## src/rtl/wb_commit_stage.sv

```systemverilog
// wb_commit_stage
// Final pipeline stage: holds one instruction from MEM for a single cycle,
// drives the register-file write port and the trace-probe commit record,
// counts retired instructions and detects halt (ebreak / illegal) and hang
// (no retirement within WDOG cycles).
//
// state | meaning
// ------+--------------------------------------------------------------
// RUN   | normal operation, accepting instructions
// HALT  | ebreak retired or illegal instruction committed; terminal
// HANG  | watchdog expired without a retirement; terminal
module wb_commit_stage #(
  parameter logic [63:0] DEV_LO = 64'h0000_0000_a000_0000,
  parameter logic [63:0] DEV_HI = 64'h0000_0000_afff_ffff,
  parameter int unsigned WDOG   = 1024
) (
  input  logic        clk,
  input  logic        rst,
  input  logic        in_valid,
  output logic        in_ready,
  input  logic [31:0] in_inst,
  input  logic [63:0] in_dnpc,
  input  logic        in_mem_en,
  input  logic [63:0] in_mem_addr,
  input  logic        in_invalid,
  input  logic [4:0]  in_rd,
  input  logic        in_rd_wen,
  input  logic [63:0] in_rd_data,
  input  logic        flush,
  output logic        rf_wen,
  output logic [4:0]  rf_waddr,
  output logic [63:0] rf_wdata,
  output logic [31:0] commit_inst,
  output logic [63:0] commit_dnpc,
  output logic        commit_kill,
  output logic        commit_invalid,
  output logic        commit_device,
  output logic        commit_en,
  output logic        halt,
  output logic        hang,
  output logic [63:0] instret
);

  localparam logic [31:0] EBREAK = 32'h0010_0073;
  localparam int unsigned WD_W = (WDOG > 1) ? $clog2(WDOG) : 1;
  localparam logic [WD_W-1:0] WD_LAST = WD_W'(WDOG - 1);

  typedef enum logic [1:0] {RUN, HALT, HANG} state_t;

  state_t          state;
  logic [WD_W-1:0] wdog_cnt;
  logic            accept;
  logic            retire;
  logic            halt_cond;
  logic            hang_cond;
  logic            load;
  logic            dev_hit;

  assign in_ready = (state == RUN);
  assign halt     = (state == HALT);
  assign hang     = (state == HANG);

  assign accept  = in_valid && in_ready;
  assign retire  = commit_en && !commit_kill && !commit_invalid;
  assign dev_hit = in_mem_en && (in_mem_addr >= DEV_LO) && (in_mem_addr <= DEV_HI);

  // Halt takes priority over hang; both are evaluated on the held entry.
  assign halt_cond = (state == RUN) && commit_en && !commit_kill &&
                     (commit_invalid || (commit_inst == EBREAK));
  assign hang_cond = (state == RUN) && !retire && (wdog_cnt == WD_LAST);

  // An instruction accepted on the edge that leaves RUN is dropped, so no
  // commit record ever appears while halted or hung.
  assign load = accept && !halt_cond && !hang_cond;

  // Pipeline register: commit record and register-file write port.
  always_ff @(posedge clk) begin
    if (rst) begin
      commit_en      <= 1'b0;
      commit_kill    <= 1'b0;
      commit_invalid <= 1'b0;
      commit_device  <= 1'b0;
      commit_inst    <= '0;
      commit_dnpc    <= '0;
      rf_wen         <= 1'b0;
      rf_waddr       <= '0;
      rf_wdata       <= '0;
    end else begin
      commit_en      <= load;
      commit_kill    <= load && flush;
      commit_invalid <= load && in_invalid;
      commit_device  <= load && dev_hit;
      rf_wen         <= load && !flush && !in_invalid && in_rd_wen && (in_rd != 5'd0);
      if (load) begin
        commit_inst <= in_inst;
        commit_dnpc <= in_dnpc;
        rf_waddr    <= in_rd;
        rf_wdata    <= in_rd_data;
      end
    end
  end

  // Run/halt/hang FSM with retirement counter and watchdog.
  always_ff @(posedge clk) begin
    if (rst) begin
      state    <= RUN;
      instret  <= '0;
      wdog_cnt <= '0;
    end else begin
      case (state)
        RUN: begin
          if (retire) begin
            instret  <= instret + 64'd1;
            wdog_cnt <= '0;
          end else begin
            wdog_cnt <= wdog_cnt + WD_W'(1);
          end
          if (halt_cond) begin
            state <= HALT;
          end else if (hang_cond) begin
            state <= HANG;
          end
        end
        HALT:    state <= HALT;
        HANG:    state <= HANG;
        default: state <= RUN;
      endcase
    end
  end

endmodule

```

## config.mk

```make
export PLATFORM = sky130hd
export DESIGN_NAME = wb_commit_stage
export DESIGN_NICKNAME = d
export VERILOG_FILES = /design/src/rtl/wb_commit_stage.sv
export SDC_FILE = /design/constraint.sdc
export NUM_CORES = 1
export LEC_CHECK = 0
export ABC_AREA = 1
export CAP_MARGIN = 20
export CORE_ASPECT_RATIO = 0.8
export CORE_MARGIN = 2
export CORE_UTILIZATION = 35
export CTS_BUF_LIST = sky130_fd_sc_hd__clkbuf_4 sky130_fd_sc_hd__clkbuf_8 sky130_fd_sc_hd__clkbuf_16
export DETAILED_ROUTE_END_ITERATION = 10
export SETUP_SLACK_MARGIN = 0.2
export SLEW_MARGIN = 20
export SYNTH_ARGS = -nofsm -noshare
export SYNTH_HDL_FRONTEND = slang
export SYNTH_SLANG_ARGS = --single-unit
```

## constraint.sdc

```tcl
create_clock -name clk -period 5.1 [get_ports clk]
set_input_delay 1.02 -clock clk [delete_from_list [all_inputs] [get_ports clk]]
set_output_delay 1.02 -clock clk [all_outputs]
set_load 0.01 [all_outputs]
```

* After elaboration in Yosys (flattened, before gate mapping) *
Index checks and enable logic that the tools add are counted.
W data, S select, Z words.

storage, ports and cells
  register bits = 246
  bits in latches = 0
  bits in writable memories = 0
  bits in read-only memories = 0
  input bits = 236
  output and inout port bits = 237
  word-level logic and storage cells = 55
  memories = 0

operators by class
  $add $sub $neg = 2
  $mul = 0
  divide/modulo/power cells = 0
  $lt $le $gt $ge = 2
  eq/ne operators = 5
  shift operators = 0
  multiplexer cells = 4
  bitwise gates (word level) = 0
  reduce and logical (&&, ||, !) cells = 30

operators with widths
  cell                     count
  $add A64 B1 Y64 const B  1
  $ge A64 B32 Y1 const B   1
  $le A64 B32 Y1 const B   1
  $eq A32 B21 Y1 const B   1
  $logic_and A1 B1 Y1      19
  $add A10 B1 Y10 const B  1
  $eq A10 B10 Y1 const B   1
  $mux W10                 1
  $logic_not A1 Y1         7
  $pmux W2 S3              1
  $reduce_bool A5 Y1       1
  $mux W2                  2
  $ne A3 B1 Y1 const B     1
  $eq A2 B1 Y1 const B     1
  $eq A2 B2 Y1 const B     1
  $logic_not A2 Y1         1
  $reduce_and A2 Y1        1
  $logic_or A1 B1 Y1       1

* Logic depth before layout (Yosys ltp) *
Gate-level depths: netlist of the first run.

  word-level depth = 12
  gate-level depth with buffers = 14
  depth with buffers taken out = 12

* Worst setup path after synthesis of the first run *
Ideal clock, no wire load.

  kind = input-to-reg
  start = in in_valid
  end = reg rf_wdata[43]
  setup time = 0.110 ns
  data arrival time = 1.883 ns
  data required time = 4.990 ns
  path slack = 3.107 ns
  stages = 7
  path buffers = 2
  cell sequence = inv_1 > nor2_2 > buf_2 > buf_1 > nand4_1 > nand2_1 > nor2_1

on the way
  word-level cells in the longest chain between the ends = 3

RTL lines
  what                               line  source
  from (decl)                        19    input logic in_valid,
  $logic_and A1 B1 Y1                63    assign accept = in_valid && in_ready;
  $logic_and A1 B1 Y1 (2 in series)  74    assign load = accept && !halt_cond && !hang_cond;
  to (signal assigned)               98    rf_wdata <= in_rd_data;
  to (decl)                          32    output logic [63:0] rf_wdata,

No other way between the ends.
A chain may end at the register's enable or synchronous reset.

* Worst setup path after layout of the first run *
  start = reg wdog_cnt[1]
  end = reg commit_dnpc[37]

on the way
  word-level cells in the longest chain between the ends = 4

RTL lines
  what                    line  source
  from (decl)             51    logic [WD_W-1:0] wdog_cnt;
  from (signal assigned)  116   wdog_cnt <= wdog_cnt + WD_W'(1);
  $eq A10 B10 Y1          70    assign hang_cond = (state == RUN) && !retire && (wdog_cnt == WD_LAST);
  $logic_and A1 B1 Y1     70
  $logic_not A1 Y1        74
  $logic_and A1 B1 Y1     74
  to (signal assigned)    96    commit_dnpc <= in_dnpc;
  to (decl)               34    output logic [63:0] commit_dnpc,

No other way between the ends.

==> results of run 1 <==
[cell families after synthesis]
kind of cell / after synthesis / share of synthesized area (%)
compound gates: 84 / 3.267
xor+xnor: 11 / 0.7249
fa+ha+maj: 2 / 0.1883
buf+inv: 701 / 20.42
flops: 246 / 37.06
simple gates: 1184 / 38.35
[cell type report]
class                      count  area (um2)  share of cell area [%]
multi-input combinational   1281        5684                   29.82
sequential                   246        4925                   25.84
timing repair buffer         452        4566                   23.95
inverter                     601        2263                   11.87
clock buffer                  39       832.0                   4.365
tap                          487       609.3                   3.197
clock inverter                12       168.9                  0.8862
antenna                        5       12.51                 0.06564
[metrics by stage]
stage	power [mW]	area (um2)	cells
6_report	5.163	19060	3123
5_1_grt	5.401	19050	3119
4_1_cts	5.236	19020	3117
3_5_place_dp	3.018	18020	3066
3_3_place_gp	3.005	18020	3066
2_1_floorplan	2.538	13290	2228
[placed cells by master (no fill, tap or decap), drive strengths merged, types with 2 or more instances in the layout]
| cell | netlist | final |
|---|---|---|
| clkbuf | 38 | 39 |
| xor2 | 7 | 7 |
| clkinv | 0 | 5 |
| nand4 | 186 | 186 |
| diode | 0 | 5 |
| a21oi | 43 | 43 |
| nor4 | 8 | 8 |
| bufinv | 0 | 4 |
| dfxtp | 246 | 246 |
| o21ai | 35 | 35 |
| buf | 62 | 8 |
| clkinvlp | 0 | 2 |
| nand3b | 2 | 2 |
| ha | 2 | 2 |
| inv | 601 | 602 |
| clkdlybuf4s50 | 0 | 444 |
| nor3 | 20 | 20 |
| xnor2 | 4 | 4 |
| o21a | 2 | 2 |
| nand2 | 584 | 584 |
| nor2 | 348 | 348 |
| nand3 | 34 | 34 |
[Yosys cell counts, types with 3 or more instances]
library cell	instances
nand3_1	33
nand4_1	186
buf_6	5
nor2_4	3
clkbuf_1	38
xnor2_1	4
o21ai_0	35
dfxtp_1	246
nor3_1	17
nand2_1	582
a21oi_1	43
buf_2	34
nor4_1	8
nor2_1	340
nor2_2	4
inv_1	598
xor2_1	7
buf_1	23
[metal layers]
layer	track usage, %	vias up
met5	0	-
met4	7.461	2
met3	5.847	70
met2	37.00	491
met1	28.46	6398
li1	-	7375
[power groups by stage]
stage | registers, mW | clock network (mW) | logic (mW)
2_1_floorplan | 2.18 | 0 | 0.362
3_3_place_gp | 2.13 | 0 | 0.878
3_5_place_dp | 2.13 | 0 | 0.884
4_1_cts | 2.09 | 2.25 | 0.890
5_1_grt | 2.10 | 2.32 | 0.979
6_report | 2.09 | 2.19 | 0.880
[worst max path at each step]
stage | from | endpoint | slack [ns]
global placement | wdog_cnt[1] | commit_dnpc[32] | 1.75
finish | wdog_cnt[1] | commit_dnpc[37] | 1.74
global route | wdog_cnt[1] | rf_wdata[25] | 1.43
detailed placement | wdog_cnt[1] | commit_dnpc[37] | 1.66
CTS | wdog_cnt[1] | commit_dnpc[37] | 1.65
floorplan | in_valid | rf_wdata[43] | 3.11
[registers in the layout (all words and copies together), names as in the netlist]
name,count
commit_invalid,1
commit_device,1
commit_dnpc,64
commit_en,1
rf_wdata,64
wdog_cnt,10
state,2
commit_inst,32
rf_waddr,5
rf_wen,1
instret,64
commit_kill,1
[worst reg2reg max path, cell delays in order, from the launching register on]
cell and delay (ns):
dfxtp_1 0.35, ha_1 0.18, nand2_1 0.09, nor2_1 0.09
nand3_1 0.07, nor3_1 0.30, nand2_4 0.50, nand3_4 0.87
buf_4 0.53, nand2_1 0.14, inv_1 0.09, nor2_1 0.04
==> flow_summary.ini, run 1 <==
[clock_tree]
cts_tree = built
worstSkewPairLatency_ns = 0.56
root_buffer = clkbuf_16
clockBufferDepth = 3
cts_resized = 0
cts_made_buffers = 29
cts.sinks = 246
cts.clk_slew.worst_paths_ns = 0.06
cts_hold_buf = 0
htree_num_levels = 1
cts_setup_buffers = 0

[setup_path]
path_cells = ha_1, nand2_1, nor2_1, nand3_1, nor3_1, nand2_4, nand3_4, buf_4, nand2_1, inv_1, nor2_1
path_buf_inv = 2
crit_family = simple AND/OR/NAND/NOR gates
reg2reg_slack_ns = 1.74
worstPathMaxFanout = 70
cp-start-kind = register
r2r_cells = 11
end_kind = register
critical_path_class = register to register
reg2reg_to = commit_dnpc[37]
cp.depth = 11
arrival_ns = 3.82
cpPeakStageDelay_ns = 0.86
rr_startpoint = wdog_cnt[1]
cpMaxStageDelayCell = nand3_4
crit_required_ns = 5.56

[worst_hold_path]
hp-start = wdog_cnt[4]
min_to = wdog_cnt[4]
min_path_cells = 2
hold_path_class = register to register

[flow_run]
drv_cap = 0

[floorplan]
die_y_um = 178.3
row_count = 63
core_um2 = 37210
die_area_um2 = 39560
start_util_pct = 35.72
die_w_um = 221.9
boundaryPins = 473

[sta]
grt_setup_unrepaired = no
whs_ns = 0.4472
relSlewSlack_pct = 32.07
setup_viol = 0
final_max_slew_viol_count = 0
timing.fmax_mhz = 297.6
worst_pin_slew_ns = 1.019
setup-tns-final_ns = 0
hold_viol = 0
fin_skew_ns = 0.02008
finalCritPeriodShare_pct = 65.89
min_period_ns = 3.360
final.setup.worst_slack_ns = 1.740

[final_layout]
fin_util_pct = 51.23
drive_gt1_share_pct = 3.003
area_growth_pct = 43.42
n_fill_cell = 3795
nets = 2849

[yosys]
synth_fp_nets = 2466
async_flop_share_pct = 0
synth_top_area_share_pct = 37.06
yosys_register_bits = 246
syn_area_per_cell_um2 = 5.965
synth_cell_type_count = 35
synth_area_leaders = dfxtp_1, inv_1, nand2_1, nor2_1, nand4_1
syn-cell-area_um2 = 13290
yosysWarnings = 0
syn-instance-count = 2228
synth_edf_count = 0
synthFlopType = dfxtp_1
ys_seq_area_share_pct = 37.06
yosys.area.top_type = dfxtp_1

[drt]
drc = 0
wl_met1_um = 20070
drt_iter0_drc = 835
viasPerCell = 4.590
firstDrtPassIters = 5
maxUsedRoutingLayer = met5
routed_wl_um = 46320
postRouteAntennaNets = 0
wl_met3_um = 3698
vias = 14340
wl_met2_um = 21020
wire_per_inst_um = 14.83

[global_routing]
grt_overflow = 0
grt_pass1_vias = 13140
grt_pass1_wl_um = 71260
antenna_found_initial = 5
grt_usage_pct = 22.38
grt_max_degree = 167

[outcome]
status = finished, final reports clean

[place]
hpwl_um = 32510
gp_congestion = 0.9158
io_buffers = 444
place_ws_ns = 1.656

[power]
p_per_area_nw_per_um2 = 270.9
comb_power_share_pct = 17.1
clockPowerShare_pct = 42.5
power.switching_mw = 1.337
ir_drop_mv = 0.1825
power.internal_mw = 3.826
p_seq_share_pct = 40.5
cellLeakagePower_nw = 9.437
switching_share_pct = 25.90
(Power assumes the default switching activity.)
==> run 2: changes to the inputs <==
PLACE_DENSITY = 0.67   (was not set)
clock period = 2.75 ns   (was 5.1 ns; I/O delays follow)
==> run 2 against run 1 <==
Effect of this change:
- sequential power grew 86%
- via count up 1.1%
- first-iteration DRC count increased by 37%
- clock power is 85% higher
- total power rose by 86%
- sequential share of layout area decreased by 0.21 points
- final cell count increased by 0.35%
- sequential cell count unchanged
- non-clock buffer count grew 14
- die area stayed put
- core utilization is 0.43 points higher
==> flow_summary.ini, run 2 (synthesis gave the netlist of run 1 again) <==
[sta]
min_period_ns = 2.301
hold_viol = 0
final.setup.worst_slack_ns = 0.4488
grt_setup_unrepaired = no
fin_skew_ns = 0.01556
setup-tns-final_ns = 0
relSlewSlack_pct = 62.77
setup_viol = 0
worst_pin_slew_ns = 0.5585
final_max_slew_viol_count = 0
whs_ns = 0.4738
finalCritPeriodShare_pct = 83.68
timing.fmax_mhz = 434.6

[worst_hold_path]
hold_path_class = register to register
min_path_cells = 2

[power]
cellLeakagePower_nw = 9.532
p_per_area_nw_per_um2 = 499.2
power_mw = 9.595
ir_drop_mv = 0.3873

[floorplan]
boundaryPins = 473
row_count = 63
die_y_um = 178.3
core_um2 = 37210
die_area_um2 = 39560
start_util_pct = 35.72
die_w_um = 221.9

[clock_tree]
cts_hold_buf = 0
worstSkewPairLatency_ns = 0.55
clockBufferDepth = 3
cts_setup_buffers = 0
cts_made_buffers = 29
htree_num_levels = 1
cts.sinks = 246
cts_tree = built
root_buffer = clkbuf_16
cts.clk_slew.worst_paths_ns = 0.06
cts_resized = 0

[final_layout]
area_growth_pct = 44.62
n_fill_cell = 3663
fin_util_pct = 51.66
mostFrequentLayoutCells = inv_1, nand2_1, clkdlybuf4s50_1
mostFrequentLayoutCell = inv_1
largest_registers = commit_dnpc x64, instret x64, rf_wdata x64
nets = 2863
drive_gt1_share_pct = 3.516

[place]
hpwl_um = 33150
gp_congestion = 0.9390
io_buffers = 444
place_ws_ns = 0.3474

[flow_run]
drv_cap = 0

[drt]
postRouteAntennaNets = 0
viasPerCell = 4.625
drc = 0
routed_wl_um = 45830
wire_per_inst_um = 14.62
vias = 14500
firstDrtPassIters = 5
drt_iter0_drc = 1143

[setup_path]
crit_required_ns = 2.20
arrival_ns = 1.75
worstPathMaxFanout = 3
cpMaxStageDelayCell = clkdlybuf4s50_1
critical_path_class = register to output pin
cp-start-kind = register
r2r_cells = 8
path_cells = inv_1, nor2_1, clkdlybuf4s50_1
cpPeakStageDelay_ns = 0.60
end_kind = output pin

[global_routing]
grt_overflow = 0
antenna_found_initial = 1
grt_max_degree = 100
grt_usage_pct = 22.14
grt_pass1_wl_um = 71190
grt_pass1_vias = 13320

[outcome]
status = finished, final reports clean
## run 2: cell types whose count changed in the layout (fill, tap and decap cells not counted), sizes merged
| cell | before | now |
|---|---|---|
| buf | 8 | 22 |
| clkbuf | 39 | 43 |
| diode | 5 | 2 |
| bufinv | 4 | 3 |
| clkinv | 5 | 4 |
| clkinvlp | 2 | 1 |
| inv | 602 | 601 |
## run 2: through the flow
step / instance area [um2] / instances
floorplan: 13290 / 2228
global placement: 18200 / 3081
detailed placement: 18200 / 3081
CTS: 19210 / 3132
global route: 19210 / 3132
finish: 19220 / 3134
## run 2: routing by layer
metal  up-vias  wire length (um)  part of all wire, %  global-route usage (%)
met5         -                 0                    0                       0
met4         0              1606                  3.5                   7.010
met3        84              3654                  8.0                   5.090
met2       524             20370                   44                   35.82
met1      6507             20190                   44                   29.32
li1       7380                 -                    -                       -
## run 2: worst paths after layout
| path | start | endpoint | slack, ns |
|---|---|---|---|
| min reg2reg | wdog_cnt[4] | wdog_cnt[4] | 0.47 |
| max | state[0] | halt | 0.45 |
| min | wdog_cnt[4] | wdog_cnt[4] | 0.47 |
| max reg2reg | state[0] | instret[41] | 0.55 |
## run 2: power breakdown
| part | switching [mW] | internal [mW] | total (mW) |
|---|---|---|---|
| Clock | 1.55 | 2.51 | 4.05 |
| Sequential | 0.116 | 3.77 | 3.88 |
| Combinational | 0.797 | 0.860 | 1.66 |
| Total | 2.46 | 7.13 | 9.59 |
## run 2: critical path, delay by kind of cell, from the launching register on
family,cells,cell delay (ns)
AND/OR/NAND/NOR,1,0.14
flip-flops,1,0.40
buffers and inverters,2,0.67
## run 2: layout make-up
cell class	count	area [um2]	share of cell area [%]
inverter	601	2263	11.78
clock inverter	8	117.6	0.6119
antenna	2	5.005	0.02604
tap	487	609.3	3.170
clock buffer	43	893.4	4.648
timing repair buffer	466	4722	24.57
multi-input combinational	1281	5684	29.57
sequential	246	4925	25.62
